[config.mk]
export PLATFORM = sky130hd
export DESIGN_NAME = fp_op_scheduler
export DESIGN_NICKNAME = d
export VERILOG_FILES = /design/src/rtl/fp_sched_pkg.sv /design/src/rtl/fp_sched_arb.sv /design/src/rtl/fp_op_scheduler.sv
export SDC_FILE = /design/constraint.sdc
export NUM_CORES = 1
export LEC_CHECK = 0
export BUFFER_PORTS_ARGS = -buffer_cell sky130_fd_sc_hd__buf_2
export CAP_MARGIN = 10
export CORE_AREA = 2 2 48 50
export DETAILED_ROUTE_END_ITERATION = 7
export DIE_AREA = 0 0 50 52
export PLACE_DENSITY = 0.7
export SYNTH_ARGS = -nofsm -noshare
export SYNTH_HDL_FRONTEND = slang
export SYNTH_SLANG_ARGS = --single-unit
[constraint.sdc]
create_clock -name clk -period 2.05 [get_ports clk]
set_input_delay 0.41 -clock clk [delete_from_list [all_inputs] [get_ports clk]]
set_output_delay 0.41 -clock clk [all_outputs]
set_load 0.05 [all_outputs]
[src/rtl/fp_sched_pkg.sv]
// ---------------------------------------------------------------------------
// fp_sched_pkg
//
// Purpose:
//   Shared definitions for the FP operation scheduler: the FP unit control
//   codes, the FP funct encodings, the scheduler state enum, the default
//   per-class latencies and the funct -> control-code decode helper.
//
// Contents:
//   CTRL_*            4-bit control codes presented to the FP unit
//   FUNCT_*           6-bit funct encodings accepted from the requesters
//   DEF_*_LAT         default latencies (cycles) per operation class
//   LAST_GRANT_INIT   reset value of the arbiter last-grant register
//   sched_state_t     scheduler FSM states
//   decode_funct()    maps a funct field onto its FP control code
// ---------------------------------------------------------------------------
package fp_sched_pkg;

    // Control codes driven on fp_ctrl. ADD.S and SUB.S share one code; the
    // all-zero code marks an illegal funct and is never started on the unit.
    localparam logic [3:0] CTRL_ADD     = 4'b1101;
    localparam logic [3:0] CTRL_MUL     = 4'b1100;
    localparam logic [3:0] CTRL_CEQ     = 4'b1110;
    localparam logic [3:0] CTRL_CLT     = 4'b1111;
    localparam logic [3:0] CTRL_ILLEGAL = 4'b0000;

    // funct encodings understood by the scheduler.
    localparam logic [5:0] FUNCT_ADD = 6'b000000;
    localparam logic [5:0] FUNCT_SUB = 6'b000001;
    localparam logic [5:0] FUNCT_MUL = 6'b000010;
    localparam logic [5:0] FUNCT_CEQ = 6'b000100;
    localparam logic [5:0] FUNCT_CLT = 6'b000110;

    // Default operation latencies in cycles (each legal in 1..15).
    localparam int DEF_ADD_LAT = 3;
    localparam int DEF_MUL_LAT = 4;
    localparam int DEF_CMP_LAT = 1;

    // Last-grant resets to requester 1 so requester 0 wins the first tie.
    localparam logic LAST_GRANT_INIT = 1'b1;

    // Scheduler FSM states.
    typedef enum logic [1:0] {
        ST_IDLE = 2'd0,
        ST_BUSY = 2'd1,
        ST_DONE = 2'd2
    } sched_state_t;

    // Map a funct field onto the FP unit control code; anything not listed
    // is illegal and decodes to CTRL_ILLEGAL.
    function automatic logic [3:0] decode_funct(input logic [5:0] funct);
        logic [3:0] code;
        case (funct)
            FUNCT_ADD: code = CTRL_ADD;
            FUNCT_SUB: code = CTRL_ADD;
            FUNCT_MUL: code = CTRL_MUL;
            FUNCT_CEQ: code = CTRL_CEQ;
            FUNCT_CLT: code = CTRL_CLT;
            default:   code = CTRL_ILLEGAL;
        endcase
        return code;
    endfunction

endpackage

[src/rtl/fp_sched_arb.sv]
// ---------------------------------------------------------------------------
// fp_sched_arb
//
// Purpose:
//   Two-input arbiter for the FP scheduler issue ports, together with the
//   last-grant register used for round-robin tie breaking.
//
// Configuration:
//   FP_SCHED_RR_EN  undefined (default): fixed priority, requester 0 wins
//                   every tie.
//                   defined: on a tie the requester not granted last wins.
//   A lone valid requester is always granted in both builds.
//
// Ports:
//   clk      in   clock
//   rst_n    in   synchronous active-low reset
//   valid0   in   requester 0 valid
//   valid1   in   requester 1 valid
//   arb_en   in   arbitration allowed this cycle (scheduler idle, no flush)
//   grant0   out  requester 0 granted (combinational)
//   grant1   out  requester 1 granted (combinational)
// ---------------------------------------------------------------------------
module fp_sched_arb
    import fp_sched_pkg::*;
(
    input  logic clk,
    input  logic rst_n,
    input  logic valid0,
    input  logic valid1,
    input  logic arb_en,
    output logic grant0,
    output logic grant1
);

`ifdef FP_SCHED_RR_EN
    localparam logic RR_EN = 1'b1;
`else
    localparam logic RR_EN = 1'b0;
`endif

    // Requester that won the most recent handshake (0 or 1).
    logic last_grant;

    // A tie goes to requester 1 only in the round-robin build and only when
    // requester 0 was the last one granted; otherwise requester 0 wins.
    logic tie_to_1;
    assign tie_to_1 = RR_EN & ~last_grant;

    // Grants are a pure function of the valids so the ready outputs can
    // follow them in the same cycle. Nothing is granted while arbitration
    // is disabled.
    always_comb begin
        grant0 = 1'b0;
        grant1 = 1'b0;
        if (arb_en) begin
            if (valid0 && valid1) begin
                grant0 = ~tie_to_1;
                grant1 = tie_to_1;
            end else begin
                grant0 = valid0;
                grant1 = valid1;
            end
        end
    end

    // Every grant is a handshake (a grant implies its valid), so record the
    // winner whenever any grant is issued.
    always_ff @(posedge clk) begin
        if (!rst_n) begin
            last_grant <= LAST_GRANT_INIT;
        end else if (grant0 || grant1) begin
            last_grant <= grant1;
        end
    end

endmodule

[src/rtl/fp_op_scheduler.sv]
// ---------------------------------------------------------------------------
// fp_op_scheduler
//
// Purpose:
//   Accepts single-precision FP operations from two requesters, decodes the
//   funct field into an FP unit control code, starts the FP unit and counts
//   out the fixed latency of the operation class before signalling
//   completion. One operation is in flight at a time.
//
// Configuration:
//   FP_SCHED_RR_EN  selects round-robin tie breaking (see fp_sched_arb);
//                   fixed priority to requester 0 when undefined.
//
// Parameters:
//   ADD_LAT   cycles for ADD.S / SUB.S                      (1..15)
//   MUL_LAT   cycles for MUL.S                              (1..15)
//   CMP_LAT   cycles for C.EQ.S / C.LT.S and illegal funct  (1..15)
//
// Ports:
//   clk          in   clock
//   rst_n        in   synchronous active-low reset
//   req0_valid   in   requester 0 (integer pipeline) has an op
//   req0_funct   in   requester 0 funct [5:0]
//   req0_ready   out  requester 0 accepted this cycle
//   req1_valid   in   requester 1 (secondary issue port) has an op
//   req1_funct   in   requester 1 funct [5:0]
//   req1_ready   out  requester 1 accepted this cycle
//   flush        in   abort the current op, return to idle
//   fp_start     out  one-cycle start pulse to the FP unit
//   fp_ctrl      out  FP unit control code [3:0]
//   busy         out  an op is in flight
//   done         out  one-cycle completion pulse
//   done_id      out  requester of the completed op
//   done_err     out  completed op had an illegal funct
// ---------------------------------------------------------------------------
module fp_op_scheduler
    import fp_sched_pkg::*;
#(
    parameter int ADD_LAT = DEF_ADD_LAT,
    parameter int MUL_LAT = DEF_MUL_LAT,
    parameter int CMP_LAT = DEF_CMP_LAT
) (
    input  logic       clk,
    input  logic       rst_n,
    input  logic       req0_valid,
    input  logic [5:0] req0_funct,
    output logic       req0_ready,
    input  logic       req1_valid,
    input  logic [5:0] req1_funct,
    output logic       req1_ready,
    input  logic       flush,
    output logic       fp_start,
    output logic [3:0] fp_ctrl,
    output logic       busy,
    output logic       done,
    output logic       done_id,
    output logic       done_err
);

    // Latencies narrowed to the width of the cycle counter.
    localparam logic [3:0] ADD_CNT = 4'(ADD_LAT);
    localparam logic [3:0] MUL_CNT = 4'(MUL_LAT);
    localparam logic [3:0] CMP_CNT = 4'(CMP_LAT);

    sched_state_t state;
    logic [3:0]   cnt;
    logic         id_q;
    logic         err_q;
    logic         done_q;

    logic         arb_en;
    logic         grant0;
    logic         grant1;
    logic         accept;
    logic [5:0]   sel_funct;
    logic [3:0]   sel_ctrl;
    logic         sel_err;
    logic [3:0]   sel_lat;

    // Acceptance is only possible while idle, out of reset and with no flush
    // pending, so the ready outputs drop in the flush cycle as well.
    assign arb_en = (state == ST_IDLE) && !flush && rst_n;

    fp_sched_arb u_arb (
        .clk    (clk),
        .rst_n  (rst_n),
        .valid0 (req0_valid),
        .valid1 (req1_valid),
        .arb_en (arb_en),
        .grant0 (grant0),
        .grant1 (grant1)
    );

    assign req0_ready = grant0;
    assign req1_ready = grant1;
    assign accept     = grant0 | grant1;

    // Decode the winning requester's funct into its control code, error flag
    // and latency so the FSM can capture all three on the handshake edge.
    always_comb begin
        sel_funct = grant1 ? req1_funct : req0_funct;
        sel_ctrl  = decode_funct(sel_funct);
        sel_err   = (sel_ctrl == CTRL_ILLEGAL);
        case (sel_ctrl)
            CTRL_ADD: sel_lat = ADD_CNT;
            CTRL_MUL: sel_lat = MUL_CNT;
            default:  sel_lat = CMP_CNT;
        endcase
    end

    // Scheduler FSM with registered outputs.
    //   IDLE: wait for a handshake, then capture code/id/err and load cnt.
    //   BUSY: fp_ctrl holds the code; fp_start is high only on the first
    //         cycle of a legal op; cnt counts the latency down and the FSM
    //         leaves on the cycle where it reads 1.
    //   DONE: one cycle of done, then back to IDLE with nothing accepted.
    // flush and reset both abandon the op in flight and clear the outputs,
    // so a completion for it can never appear later.
    always_ff @(posedge clk) begin
        if (!rst_n) begin
            state    <= ST_IDLE;
            cnt      <= 4'd0;
            id_q     <= 1'b0;
            err_q    <= 1'b0;
            fp_start <= 1'b0;
            fp_ctrl  <= CTRL_ILLEGAL;
            busy     <= 1'b0;
            done_q   <= 1'b0;
        end else if (flush) begin
            state    <= ST_IDLE;
            cnt      <= 4'd0;
            fp_start <= 1'b0;
            fp_ctrl  <= CTRL_ILLEGAL;
            busy     <= 1'b0;
            done_q   <= 1'b0;
        end else begin
            case (state)
                ST_IDLE: begin
                    done_q <= 1'b0;
                    if (accept) begin
                        state    <= ST_BUSY;
                        cnt      <= sel_lat;
                        id_q     <= grant1;
                        err_q    <= sel_err;
                        fp_start <= ~sel_err;
                        fp_ctrl  <= sel_ctrl;
                        busy     <= 1'b1;
                    end
                end
                ST_BUSY: begin
                    fp_start <= 1'b0;
                    // Guarded decrement so the counter can never wrap.
                    if (cnt != 4'd0) begin
                        cnt <= cnt - 4'd1;
                    end
                    // A count of 0 cannot occur for legal latencies; treating
                    // it like 1 keeps the FSM from ever getting stuck.
                    if (cnt <= 4'd1) begin
                        state   <= ST_DONE;
                        fp_ctrl <= CTRL_ILLEGAL;
                        done_q  <= 1'b1;
                    end
                end
                ST_DONE: begin
                    state  <= ST_IDLE;
                    busy   <= 1'b0;
                    done_q <= 1'b0;
                end
                default: begin
                    state    <= ST_IDLE;
                    cnt      <= 4'd0;
                    fp_start <= 1'b0;
                    fp_ctrl  <= CTRL_ILLEGAL;
                    busy     <= 1'b0;
                    done_q   <= 1'b0;
                end
            endcase
        end
    end

    // A flush arriving in the DONE cycle itself must still suppress the
    // completion, so the pulse is masked by flush; id and err are only
    // meaningful while done is high and read 0 otherwise.
    assign done     = done_q & ~flush;
    assign done_id  = done & id_q;
    assign done_err = done & err_q;

endmodule

==> results.txt, run 1 <==
Status -> complete, no violations
# DRC -> 0
Fmax -> 514 MHz
Initial antenna violation count -> 0
Chip height -> 52 um
Mapped Cells -> 105
Final Hold Fails -> 0
Tightest Pin Transition -> 505 ps
Clock Latency Late Sink -> 270 ps
Routed WL per cell -> 12.6 um
DRT met1 WL -> 923 um
Post-synth top area cell -> dfxtp_1
Tot Pwr -> 0.608 mW
# rows -> 17
Share of cells above drive strength 1 -> 0.304
Hold/Removal Path Class -> in -> reg
Total Wirelength -> 2060 um
Area post-placement -> 1060 sq um
Top cells by area, synth -> dfxtp_1 31%, ha_1 4.2%, o211ai_1 4.2%, a21oi_1 3.9%, nor3_1 3.9%
Part of the power in registers -> 0.475
Final Cell Area -> 1100 sq um
First-pass GRT wire length -> 3380 um
Die area -> 2600 sq um
Relative slew slack -> 0.659
# IOs -> 28
Yosys cell types -> 41
Commonest cells post-synth -> 14 x dfxtp_1, 9 x nor2_1, 7 x a21oi_1, 7 x nor3_1
Crit path buf inv count -> 2
DR pass1 iterations -> 4
Total global-route track usage -> 0.170
Worst Path Arrival -> 1530 ps
Final GP Congestion -> 0.856
H-tree levels -> 1
Most common flop cell mapped by yosys -> dfxtp_1
Internal -> 0.438 mW
Final period util -> 0.948
CTS tree -> built
Minimum clock period after layout -> 1940 ps
Most common cell in the netlist -> dfxtp_1
DP Cell Count -> 159
Asr flop ratio synth -> 0
Die Wd -> 50 um
Finished Layout Cells -> 163
Worst Path Required -> 1640 ps
Worst setup EP type -> output port
CP peak stage delay -> 410 ps
First-iteration detailed-routing DRC count -> 11
Core area -> 2110 sq um
Power per Cell Area -> 550 nW/um^2
CTS Buf Count -> 3
Diode count -> 0
Syn Area/Cell -> 8.56 sq um
Largest net degree at the start of global routing -> 10
IO Port Bufs -> 27
Final Skew -> 1.10 ps
Slowest CP cell -> nor4b_4
Vias -> 897
Post-synth top area share -> 0.312
Worst vdd ir -> 0.000292 V
Total gr overflow -> 0
Syn_nets -> 125
Sw Share -> 0.280
Setup TNS -> 0 ps
Post-Syn Area -> 898 sq um
Initial core utilization -> 0.427
Fill cells -> 213
NetSw -> 0.170 mW
Final setup viols -> 0
Reg clk slew, reported paths -> 80 ps
Clock Tree Root -> clkbuf_4
Met3 Routed Length -> 62 um
CP Max Fanout -> 5
P&R area growth vs syn -> 23.0%
CP top delay family -> simple AND/OR/NAND/NOR gates
Nets@finish -> 156
Max-cap violations -> 0
Number of synthesized register bits -> 14
CP Cell Sequence -> nor4b_4 > nand2_2 > inv_1 > buf_2
Clock power frac -> 0.320
Max-slew violations -> 0
Clock sink count -> 14
Antenna Nets Post-Route -> 0
Unrepaired setup endpoints after global routing -> false
Vias per inst -> 5.50
Synth warnings -> 0
Met2 Wirelength -> 1040 um
Post-synth EDFFs -> 0
Uppermost layer routed -> met4
Critical path class -> reg -> out
Number of global-route vias before repair -> 782
DP HPWL -> 1680 um
Startpoint Class -> flip-flop
Comb power frac -> 0.205
Leakage power -> 0.450 nW
Sequential cell area fraction in the yosys report -> 0.312
Longest Clk Path Bufs -> 2
[layout make-up]
class / count / area, sq um / share of cell area
Clock buffer: 4 / 36.3 / 0.0328
Timing Repair Buffer: 28 / 143 / 0.129
Tap cell: 28 / 35.0 / 0.0317
Inverter: 6 / 22.5 / 0.0204
Sequential cell: 14 / 280 / 0.254
Multi-Input combinational cell: 83 / 588 / 0.532
[logic make-up (layout without fill, tap and decap cells)]
kind of cell,after synthesis,in the layout,synth area share
xor gates and xnor gates,1,1,0.00975
AOI/OAI and AO/OA,31,31,0.263
and+or+nand+nor,46,46,0.305
buffers and inverters,8,38,0.0460
DFF,14,14,0.312
adders and majority gates,3,3,0.0418
muxes,2,2,0.0223
[layer usage]
layer,GRT usage,vias to the layer above
met4,0.0926,0
met1,0.204,416
met5,0,-
met2,0.296,20
li1,-,456
met3,0.0201,5
[flip-flops by register name, summed over array words and instances, names as in the netlist]
| signal | count |
|---|---|
| fp_ctrl | 3 |
| busy | 1 |
| id_q | 1 |
| state | 2 |
| done_q | 1 |
| cnt | 4 |
| err_q | 1 |
| fp_start | 1 |
[worst reg2reg max path, stage by stage (launching register included)]
cell,delay [ps]
dfxtp_1,380
or4b_4,640
o22ai_4,280
mux2i_1,260
o22ai_1,110
[metrics by stage]
step / worst slack [ps] / utilization / hold slack, ps
floorplan: 256 / - / 431
global placement: 213 / 0.503 / 450
detailed placement: 170 / 0.503 / 454
CTS: 100 / 0.525 / 404
global route: 5.03 / 0.525 / 425
finish: 106 / 0.525 / 410
[power by group through the flow]
| stage | Clock, mW | Combinational [mW] | Sequential, mW |
|---|---|---|---|
| after CTS | 0.200 | 0.125 | 0.289 |
| after global routing | 0.210 | 0.138 | 0.290 |
| after global placement | 0 | 0.120 | 0.294 |
| final | 0.195 | 0.125 | 0.289 |
| after floorplan | 0 | 0.0796 | 0.296 |
| after detailed placement | 0 | 0.123 | 0.295 |
[cells in the final DEF (no fill, tap or decap), drive strengths merged, types with 3 or more instances in the layout]
cell,netlist,layout
buf,2,28
dfxtp,14,14
nor2,9,9
nor3,7,7
a21oi,7,7
o21ai,7,7
inv,6,6
o211ai,5,5
nand2,4,4
clkbuf,0,4
and2,3,3
nand3,3,3
ha,3,3
nor2b,3,3
o22ai,3,3
[final timing paths]
kind / start / cells after the start / to / slack (ps)
min: rst_n / 2 / err_q / 410
min reg2reg: id_q / 2 / id_q / 460
max reg2reg: state[1] / 4 / cnt[1] / 270
max: state[1] / 4 / req1_ready / 110
[repair_timing]
| action | in CTS | in global routing |
|---|---|---|
| setup endpoints to repair | 1 | 0 |
| buffers inserted | 0 | 0 |
| gates resized for setup | 1 | 0 |
| hold buffers | 0 | 0 |
| endpoints found under the hold margin | 0 | 0 |
(Power assumes the default switching activity.)
==> run 2, diff against run 1 <==
--- a/config.mk
+++ b/config.mk
@@ -10,7 +10,7 @@
 export CORE_AREA = 2 2 48 50
 export DETAILED_ROUTE_END_ITERATION = 7
 export DIE_AREA = 0 0 50 52
-export PLACE_DENSITY = 0.7
+export PLACE_DENSITY = 0.81
 export SYNTH_ARGS = -nofsm -noshare
 export SYNTH_HDL_FRONTEND = slang
 export SYNTH_SLANG_ARGS = --single-unit
==> results.txt, run 2 (synthesized netlist as in run 1, its figures left out) <==
Minimum clock period after layout -> 1930 ps (-16.4 ps)
Chip height -> 52 um (unchanged)
Max reg flops -> 4 (unchanged)
Setup TNS -> 0 ps (unchanged)
IO Port Bufs -> 27 (unchanged)
Clock power frac -> 0.273 (-0.047)
Fmax -> 519 MHz (+0.85%)
CP top delay family -> buffers and inverters
Worst Path Arrival -> 1520 ps (about the same)
CP peak stage delay -> 370 ps (-40 ps)
Min Hold Slack -> 400 ps (-10.1 ps)
Diode count -> 0 (unchanged)
Most common cell after layout, fill and taps aside -> buf_2
Clock Latency Late Sink -> 280 ps (about the same)
Total gr overflow -> 0 (unchanged)
Part of the power in registers -> 0.507 (+0.032)
Most frequent cells in the layout -> 26 x buf_2, 14 x dfxtp_1, 9 x nor2_1
Final GP Congestion -> 0.901 (+5.2%)
DR pass1 iterations -> 4 (unchanged)
DP HPWL -> 1660 um (-1.4%)
Max-slew violations -> 0 (unchanged)
Routed WL per cell -> 13.0 um (+3.0%)
Critical path class -> reg -> out
# IOs -> 28 (unchanged)
CP Cell Sequence -> nor4b_2 > buf_4 > nand2_2 > inv_1 > clkbuf_4
Power per Cell Area -> 521 nW/um^2 (-5.3%)
# DRC -> 0 (unchanged)
Origin of the critical flop-to-flop path -> state[1]
Vias -> 915 (+2.0%)
Final design utilization -> 0.519 (-0.00594)
Status -> complete, no violations
Sw Share -> 0.300 (+0.0199)
Die Wd -> 50 um (unchanged)
Final setup viols -> 0 (unchanged)
CTS tree -> built
Hold path start -> rst_n
Clock Tree Root -> clkbuf_4
Longest Clk Path Bufs -> 2 (unchanged)
Worst Reg-to-Reg Cells -> 4 (unchanged)
Largest regs -> cnt x4, fp_ctrl x3, state x2
P&R area growth vs syn -> 21.6%
CTS Buf Count -> 3 (unchanged)
Hold/Removal Path Class -> in -> reg
Initial antenna violation count -> 0 (unchanged)
Final period util -> 0.940 (-0.00799)
Startpoint Class -> flip-flop
Max-cap violations -> 0 (unchanged)
Internal -> 0.399 mW (-9.0%)
Vias per inst -> 5.61 (+2.0%)
DP Cell Count -> 160 (+0.63%)
Tightest Pin Transition -> 568 ps (+62.9 ps)
Reg2Reg Setup Slack -> 370 ps (+100 ps)
Tot Pwr -> 0.569 mW (-6.4%)
Worst setup EP type -> output port
# rows -> 17 (unchanged)
Worst vdd ir -> 0.000312 V (+6.9%)
Initial core utilization -> 0.427 (unchanged)
Reg-to-reg endpoint -> fp_ctrl[1]
Comb power frac -> 0.220 (+0.015)
Nets@finish -> 157 (+0.64%)
Antenna Nets Post-Route -> 0 (unchanged)
Hold Path Sink -> err_q
First-pass GRT wire length -> 3640 um (+7.7%)
Unrepaired setup endpoints after global routing -> false
Crit path buf inv count -> 3 (+1)
Total Wirelength -> 2120 um (+3.0%)
Hold-fix buffers, CTS -> 0 (unchanged)
Reg clk slew, reported paths -> 80 ps (about the same)
Die area -> 2600 sq um (unchanged)
Largest net degree at the start of global routing -> 10 (unchanged)
Clock sink count -> 14 (unchanged)
Slowest CP cell -> dfxtp_1
Worst Path Required -> 1640 ps (about the same)
H-tree levels -> 1 (unchanged)
Largest reg by FF count -> cnt
Core area -> 2110 sq um (unchanged)
CP Max Fanout -> 5 (unchanged)
Final Hold Fails -> 0 (unchanged)
First-iteration detailed-routing DRC count -> 20 (+9)
NetSw -> 0.171 mW (+0.29%)
WHS Path Cells -> 2 (unchanged)
Final Skew -> 0.621 ps (-0.482 ps)
Finished Layout Cells -> 163 (unchanged)
Leakage power -> 0.442 nW (-1.7%)
Share of cells above drive strength 1 -> 0.304 (unchanged)
Total global-route track usage -> 0.184 (+0.0133)
Relative slew slack -> 0.612 (-0.0470)
Number of global-route vias before repair -> 878 (+12%)
-- run 2: routing by layer --
layer	track usage	wire [um]
met1	0.207	903
met2	0.331	1050
met3	0.0259	113
met4	0.102	54
met5	0	0
-- run 2: power groups by stage --
stage	registers, mW	logic (mW)	clock network (mW)
floorplan	0.296	0.0796	0
global placement	0.294	0.121	0
detailed placement	0.295	0.124	0
CTS	0.288	0.125	0.159
global route	0.290	0.138	0.171
finish	0.289	0.125	0.156
-- run 2: what timing repair did --
action | 4_1_cts | 5_1_grt
endpoints found under the setup margin | 0 | 1
resized for setup | 0 | 1
setup buffers | 0 | 0
hold endpoints to repair | 0 | 0
-- run 2: per-stage QoR --
stage	cell area [sq um]	setup WS, ps
floorplan	901	256
global placement	1070	266
detailed placement	1070	234
CTS	1090	84.3
global route	1090	24.8
finish	1090	122
-- run 2: worst max path at each step --
stage | start | end | slack (ps) | cells after the start
3_5_place_dp | req0_funct[3] | fp_ctrl[1] | 230 | 5
2_1_floorplan | flush | done_err | 260 | 2
5_1_grt | state[1] | req1_ready | 20 | 5
3_3_place_gp | flush | cnt[1] | 270 | 5
4_1_cts | state[1] | req1_ready | 80 | 5
6_report | state[1] | req1_ready | 120 | 5
-- run 2: final cells by class --
type / instances / area (sq um)
fill: 214 / 1010
multi-input combinational: 83 / 579
sequential: 14 / 280
timing repair buffer: 29 / 153
tap: 28 / 35.0
clock buffer: 3 / 22.5
inverter: 6 / 22.5
